## config.mk

```make
export PLATFORM = sky130hd
export DESIGN_NAME = seq_calc_ctrl
export DESIGN_NICKNAME = d
export VERILOG_FILES = /design/src/rtl/seq_calc_ctrl.sv
export SDC_FILE = /design/constraint.sdc
export NUM_CORES = 1
export LEC_CHECK = 0
export ABC_AREA = 1
export CAP_MARGIN = 30
export CORE_UTILIZATION = 30
export CTS_BUF_LIST = sky130_fd_sc_hd__clkbuf_8
export DETAILED_ROUTE_END_ITERATION = 16
export GPL_TIMING_DRIVEN = 0
export SLEW_MARGIN = 15
export SYNTH_ARGS = -nofsm -noshare
export SYNTH_HDL_FRONTEND = slang
export SYNTH_SLANG_ARGS = --single-unit
```

## constraint.sdc

```tcl
create_clock -name clk -period 2.6 [get_ports clk]
set_input_delay 0.52 -clock clk [delete_from_list [all_inputs] [get_ports clk]]
set_output_delay 0.52 -clock clk [all_outputs]
set_load 0.03 [all_outputs]
```

## src/rtl/seq_calc_ctrl.sv

```systemverilog
// ============================================================================
// Module   : seq_calc_ctrl
// Brief    : Folds a handshaked operand sequence with add/max/min/xor and
//            strobes the result into the downstream result register.
//            Optional SEQ_CALC_SAT_EN: saturating add instead of wrapping add.
// Revision : 1.0 - initial release
// ============================================================================
`default_nettype none

module seq_calc_ctrl #(
    parameter int WIDTH = 8,
    parameter int LEN_W = 4
) (
    input  logic             clk,
    input  logic             reset,
    input  logic             start,
    input  logic [1:0]       op,
    input  logic [LEN_W-1:0] len,
    input  logic             in_valid,
    input  logic [WIDTH-1:0] in_data,
    output logic             in_ready,
    output logic [WIDTH-1:0] res_data,
    output logic             res_en,
    output logic             busy,
    output logic             ovf
);

    localparam logic [1:0] c_IDLE   = 2'd0;
    localparam logic [1:0] c_FIRST  = 2'd1;
    localparam logic [1:0] c_ACCUM  = 2'd2;
    localparam logic [1:0] c_FINISH = 2'd3;

    localparam logic [1:0] c_OP_ADD = 2'b00;
    localparam logic [1:0] c_OP_MAX = 2'b01;
    localparam logic [1:0] c_OP_MIN = 2'b10;

    logic [1:0]       r_state;
    logic [1:0]       w_next;
    logic [1:0]       r_op;
    logic [LEN_W-1:0] r_len;
    logic [LEN_W-1:0] r_cnt;
    logic [WIDTH-1:0] r_acc;
    logic [WIDTH-1:0] r_res;
    logic             r_ovf;

    logic             w_ready;
    logic             w_xfer;
    logic [LEN_W-1:0] w_cnt_inc;
    logic [WIDTH:0]   w_sum;
    logic [WIDTH-1:0] w_add;
    logic [WIDTH-1:0] w_fold;
    logic [WIDTH-1:0] w_acc_nxt;

    assign w_ready   = (r_state == c_FIRST) || (r_state == c_ACCUM);
    assign w_xfer    = w_ready && in_valid;
    assign w_cnt_inc = r_cnt + 1'b1;
    assign w_sum     = {1'b0, r_acc} + {1'b0, in_data};

`ifdef SEQ_CALC_SAT_EN
    // Once clamped, any further add keeps the accumulator pinned at full scale.
    assign w_add = w_sum[WIDTH] ? {WIDTH{1'b1}} : w_sum[WIDTH-1:0];
`else
    assign w_add = w_sum[WIDTH-1:0];
`endif

    always_comb begin
        case (r_op)
            c_OP_ADD: w_fold = w_add;
            c_OP_MAX: w_fold = (in_data > r_acc) ? in_data : r_acc;
            c_OP_MIN: w_fold = (in_data < r_acc) ? in_data : r_acc;
            default:  w_fold = r_acc ^ in_data;
        endcase
    end

    always_comb begin
        w_acc_nxt = r_acc;
        case (r_state)
            c_IDLE:  if (start)  w_acc_nxt = '0;
            c_FIRST: if (w_xfer) w_acc_nxt = in_data;
            c_ACCUM: if (w_xfer) w_acc_nxt = w_fold;
            default: w_acc_nxt = r_acc;
        endcase
    end

    // State register
    always_ff @(posedge clk) begin
        if (reset) r_state <= c_IDLE;
        else       r_state <= w_next;
    end

    // Next-state logic
    always_comb begin
        w_next = r_state;
        case (r_state)
            c_IDLE: begin
                if (start) w_next = (len == '0) ? c_FINISH : c_FIRST;
            end
            c_FIRST: begin
                if (w_xfer) w_next = (r_len == LEN_W'(1)) ? c_FINISH : c_ACCUM;
            end
            c_ACCUM: begin
                if (w_xfer && (w_cnt_inc == r_len)) w_next = c_FINISH;
            end
            default: w_next = c_IDLE;
        endcase
    end

    // Outputs decoded from the registered state only
    always_comb begin
        in_ready = w_ready;
        busy     = (r_state != c_IDLE);
        res_en   = (r_state == c_FINISH);
        res_data = r_res;
        ovf      = r_ovf;
    end

    always_ff @(posedge clk) begin
        if (reset) begin
            r_op  <= '0;
            r_len <= '0;
            r_cnt <= '0;
            r_acc <= '0;
            r_res <= '0;
            r_ovf <= 1'b0;
        end else begin
            r_acc <= w_acc_nxt;
            // Result is captured on entry so it is already valid while res_en is high.
            if (w_next == c_FINISH) r_res <= w_acc_nxt;
            case (r_state)
                c_IDLE: begin
                    if (start) begin
                        r_op  <= op;
                        r_len <= len;
                        r_cnt <= '0;
                        r_ovf <= 1'b0;
                    end
                end
                c_FIRST: begin
                    if (w_xfer) r_cnt <= LEN_W'(1);
                end
                c_ACCUM: begin
                    if (w_xfer) begin
                        r_cnt <= w_cnt_inc;
                        if ((r_op == c_OP_ADD) && w_sum[WIDTH]) r_ovf <= 1'b1;
                    end
                end
                default: ;
            endcase
        end
    end

endmodule

`default_nettype wire
```

== After elaboration in Yosys (flattened, before gate mapping) ==
Cells that the tools add are included.
Widths: inputs -> output; s select.

* Flip-flop bits (word level): 29
* Latch bits: 0
* Memory bits (writable): 0
* Memory bits (read-only): 0
* Bits of input ports: 18
* Logic and storage cells: 58
* Memories kept: 0

* Add/sub/neg operators: 2
* $mul: 0
* Divide/modulo/power cells: 0
* Order comparisons: 2
* Equal/unequal tests: 12
* Shifts and indexed selects: 0
* Mux-type cells: 21
* Bitwise gates (word level): 1
* Reductions and logical operators: 13

{| class="wikitable"
|+ Operators by type and width
! kind !! count
|-
| $pmux 8 s3 || 2
|-
| $mux 8 || 5
|-
| $mux 4 || 3
|-
| $pmux 4 s3 || 1
|-
| $add 8x8->9 || 1
|-
| $eq 2x2->1 const B || 4
|-
| $gt 8x8->1 || 1
|-
| $lt 8x8->1 || 1
|-
| $mux 2 || 4
|-
| $reduce_and 4->1 || 2
|-
| $xor 8x8->8 || 1
|-
| $ne 2x2->1 const B || 3
|-
| $pmux 2 s3 || 1
|-
| $add 4x1->4 const B || 1
|-
| $eq 2x1->1 const B || 2
|-
| $eq 4x1->1 const B || 1
|-
| $eq 4x4->1 || 1
|-
| $logic_not 2->1 || 2
|-
| $logic_not 4->1 || 1
|-
| $mux 1 || 4
|-
| $reduce_bool 2->1 || 2
|-
| $logic_and 1x1->1 || 3
|-
| $reduce_bool 3->1 || 1
|-
| $ne 2x1->1 const B || 1
|-
| other kinds (3) || 3
|}

== Longest topological paths before layout ==
Gate-level depths: netlist (run 1).

* Depth in word-level cells: 7
* Gate-level depth with buffers: 22
* Gate-level depth less buffers: 22

== Worst setup path after synthesis (run 1) ==
Ideal clock, no wire load.

* Path kind: register -> register
* Start point: register r_state[0]
* End point: register r_res[0], in the netlist res_data[0]
* Data arrival time: 2184 ps
* Required time: 2491 ps
* Slack: 307 ps
* Cell stages (with the launch flop): 16
* Path buffers: 2
* Cell sequence: dfxtp_1 -> inv_1 -> ha_1 -> nand2_1 -> inv_4 -> buf_6 -> nand2_1 -> nor4_1 -> nor2_1 -> nand3_1 -> nand2_1 -> inv_2 -> buf_4 -> nand3_1 -> nand2_1 -> inv_1

* Longest elaborated chain between the ends: 7

{| class="wikitable"
|+ RTL lines
! element !! RTL line !! text
|-
| from (decl) || 37 || <nowiki>logic [1:0] r_state;</nowiki>
|-
| from (signal assigned) || 87 || <nowiki>if (reset) r_state <= c_IDLE;</nowiki>
|-
| from (signal assigned) || 88 || <nowiki>else r_state <= w_next;</nowiki>
|-
| $eq 2x1->1 / $eq 2x2->1 (equally long branches) || 54 || <nowiki>assign w_ready = (r_state == c_FIRST) || (r_state == c_ACCUM);</nowiki>
|-
| $logic_or 1x1->1 * || 54 ||
|-
| named net in_ready || 21 || <nowiki>output logic in_ready,</nowiki>
|-
| $logic_and 1x1->1 * || 55 || <nowiki>assign w_xfer = w_ready && in_valid;</nowiki>
|-
| $logic_and 1x1->1 || 102 || <nowiki>if (w_xfer && (w_cnt_inc == r_len)) w_next = c_FINISH;</nowiki>
|-
| $mux 2 || 102 ||
|-
| $pmux 2 s3 || 94 || <nowiki>case (r_state)</nowiki>
|-
| $eq 2x2->1 || 128 || <nowiki>if (w_next == c_FINISH) r_res <= w_acc_nxt;</nowiki>
|-
| to (signal assigned) || 128 ||
|-
| to (decl) || 43 || <nowiki>logic [WIDTH-1:0] r_res;</nowiki>
|}

Mark *: on every way through the listed nets, which the timed path passes. The rest lies on a longest branch.
A chain may end at the register's enable or synchronous reset.

== Worst setup path in the final report (run 1) ==
* Start point: input in_data[4]
* End point: register r_res[6], in the netlist res_data[6]

* Longest elaborated chain between the ends: 5

{| class="wikitable"
|+ RTL lines
! element !! RTL line !! text
|-
| from (decl) || 20 || <nowiki>input logic [WIDTH-1:0] in_data,</nowiki>
|-
| $lt 8x8->1 / $gt 8x8->1 (equally long branches) || 70, 69 ||
|-
| $mux 8 (on tied branches) || 70, 69 ||
|-
| $pmux 8 s3 * || 67 || <nowiki>case (r_op)</nowiki>
|-
| $mux 8 * || 80 || <nowiki>c_ACCUM: if (w_xfer) w_acc_nxt = w_fold;</nowiki>
|-
| $pmux 8 s3 * || 77 || <nowiki>case (r_state)</nowiki>
|}

Mark *: on every way between the ends. The rest lies on a longest branch, timed or not.

==> metrics.txt, run 1 <==
outcome=finished, final reports clean; ys async rst share=0; initial core utilization=0.3130; Chip Height=94.83 um; Total Power=1.782 mW; CP Capture Point=res_data[6]; top-area cell type share of the netlist area=0.2246; fin cells=560; maximum vdd drop=0.3111 mV; Clock Sink Count=29; Crit Reg-Reg Startpoint=r_state[0]; Worst EP arrival=2560 ps; cts bufs inserted=5; DRT Pass-1 Iters=4; Worst-path clk slew=70 ps; Synth area leader=dfxtp_1; DRC viols=0; Top FF cell, synth=dfxtp_1; Buffers on Ports=29; number of global-route vias before repair=2,441; TritonCTS clock tree=yes; Fin. Hold Viols=0; core area=8258 um^2; CP Capture Type=flop; CTS H-tree depth=2; FF-to-FF path depth=15; WP data required=2770 ps; post-layout min period=2385 ps; Gate Count Post-Synth=413; reg2reg setup slack=220 ps; Reg2Reg Capture Point=res_data[6]; Ant. Diodes=0; Pins Over Slew Limit=0; Die Wd=94.83 um; Worst Tran Pin Value=525.6 ps; Avg Cell Area, Syn=6.259 um^2; endpoints failing setup=0; warning count from the yosys run=0; grt total ovfl=0; Setup Skew=10.25 ps; leak pwr=1.507 nW; relative slew slack=0.6469; die area=8992 um^2; synthesis-to-finish area growth=24.64%; row count=33; Max Buffers Root-to-Sink=2; Setup crit start=in_data[4]; GPL Wtd Cong=0.8732; Final ANT Viol Nets=0; drt wl/cell=12.56 um; Distinct cells, synth=42; Final Util=0.3902; fmax=0.4192 GHz; sequential fraction of the synthesis area=0.2246; later-pin clock latency in the skew report=280 ps; flip-flop and latch count after synthesis=29; syn_nets=454; Placed Cells=547; Clk Tree Root Cell=clkbuf_8; PwrDens=553.0 nW/um^2; mapped cell area=2585 um^2; hold buffer count at cts=0; CP Class=primary input to flop; share of layout cells above drive strength 1=0.1297; Synth area leaders=dfxtp_1 22%, nand2_1 15%, ha_1 11%; GRT Util Overall=0.1648; Hold Crit Class=flop to flop; Nets=495; DP Wirelength=5476 um; Starting DRT DRC Count=185; max-cap violation count=0; DR vias=2,661; EDFF count, synth=0; Ports=30; setup TNS=0 ps; Vias/cell=4.752; crit path launch type=primary input; Routed WL=7031 um; initial antenna violation count=0; first-pass GRT wire length=11,720 um; fin crit share=0.9174; largest net degree at the start of global routing=11; Worst Path Max Fanout=10
metal layers:
metal | global-route usage | up-vias | part of all wire
met3 | 0.02174 | 5 | 0.046
met1 | 0.2212 | 1165 | 0.48
met2 | 0.2710 | 62 | 0.47
met5 | 0 | - | 0
li1 | - | 1429 | -
met4 | 0.05303 | 0 | 0.011
power by group:
part | switching (mW) | total (mW) | internal (mW)
Clock | 0.175 | 0.414 | 0.239
Sequential | 0.0447 | 0.544 | 0.500
Combinational | 0.500 | 0.823 | 0.323
Total | 0.720 | 1.78 | 1.06
cells by family (layout without fill, tap and decap cells):
family | Yosys count | in the layout | synth area share
AO/OA/AOI/OAI | 85 | 85 | 0.1786
adder cells (fa/ha/maj) | 23 | 23 | 0.1142
buffers and inverters | 69 | 111 | 0.1249
flip-flops | 29 | 29 | 0.2246
AND/OR/NAND/NOR | 203 | 203 | 0.3441
XOR/XNOR | 4 | 4 | 0.01356
critical path: stages:
cell           delay, ps
dlygate4sd2_1        320
ha_4                 330
inv_2                 60
nor3_4               170
nand2_2              130
nand2_4              150
buf_6                150
nand2_2               50
nand3_2               50
nand3_1               70
o21bai_1             140
nand2_1               60
nand2_1               50
nand2_1               50
nand2_1               80
nand3_1               80
nand2_1               70
inv_1                 40
cells in the final DEF (no fill, tap or decap), drive strengths merged:
| master | netlist | layout |
|---|---|---|
| xnor2 | 2 | 2 |
| xor2 | 2 | 2 |
| o21a | 2 | 2 |
| clkinv | 1 | 2 |
| ha | 22 | 22 |
| nor3 | 4 | 4 |
| dlymetal6s2s | 0 | 2 |
| nor4 | 1 | 1 |
| o21ai | 29 | 29 |
| buf | 8 | 13 |
| clkbuf | 2 | 14 |
| inv | 57 | 57 |
| o2111ai | 1 | 1 |
| and2 | 1 | 1 |
| dfxtp | 29 | 29 |
| a21oi | 43 | 43 |
| o21bai | 2 | 2 |
| dlygate4sd3 | 1 | 1 |
| nor2 | 45 | 45 |
| fa | 1 | 1 |
| a21o | 1 | 1 |
| clkdlybuf4s50 | 0 | 21 |
| nand2 | 111 | 111 |
| nand3 | 31 | 31 |
| o22ai | 1 | 1 |
| a31oi | 2 | 2 |
| o211a | 1 | 1 |
| o211ai | 3 | 3 |
| nand4 | 9 | 9 |
| dlygate4sd2 | 0 | 1 |
| nand3b | 1 | 1 |
synthesized netlist by cell type, types with 3 or more instances:
cell and instances:
o21ai_1 5, ha_1 22, dfxtp_1 29, o21ai_0 24, nand4_1 8, nand3_1 30
nor3_1 3, buf_4 3, a21oi_1 42, nor2_1 43, buf_6 4, o211ai_1 3
nand2_2 5, inv_2 6, inv_1 49, nand2_1 105
what timing repair did:
action | CTS | global route
setup buffers | 0 | 5
endpoints found under the setup margin | 15 | 17
resized for setup | 11 | 21
pin swaps | 0 | 6
per-stage QoR:
| stage | cell area (um^2) | worst slack (ps) | hold slack [ps] |
|---|---|---|---|
| after floorplan | 2585 | 306.9 | 457.9 |
| after global placement | 3007 | -499.5 | 470.1 |
| after detailed placement | 3007 | -466.6 | 479.4 |
| after CTS | 3159 | 13.57 | 489.2 |
| after global routing | 3222 | -4.532 | 513.1 |
| final | 3222 | 214.7 | 482.9 |
state kept, by name (all words and copies together) (netlist names):
signal / cells
r_state: 2
r_cnt: 4
ovf: 1
res_data: 8
r_acc: 8
r_op: 2
r_len: 4
area by class of cell:
class	count	area, um^2
inverter	58	222.7
sequential	29	586.8
clock inverter	1	5.005
fill	888	5036
timing repair buffer	34	306.5
multi-input combinational	315	1773
tap	105	131.4
clock buffer	7	96.34
buffer	11	100.1
worst min path at each step:
stage / endpoint / slack, ps / cells past startpoint / from
floorplan: r_cnt[3] / 460 / 2 / r_cnt[3]
global placement: r_cnt[3] / 470 / 2 / r_cnt[3]
detailed placement: r_cnt[3] / 480 / 2 / r_cnt[3]
CTS: r_cnt[3] / 490 / 2 / r_cnt[3]
global route: r_cnt[1] / 510 / 2 / r_cnt[1]
finish: r_cnt[3] / 480 / 2 / r_cnt[3]
Note: power is estimated with default switching activity, not from simulation.
==> inputs of run 2 (changes only) <==
Settings changed: SKIP_LAST_GASP set to 1.
==> results of run 2 <==
The final DEF is identical to that of run 1; final timing and power are the same.
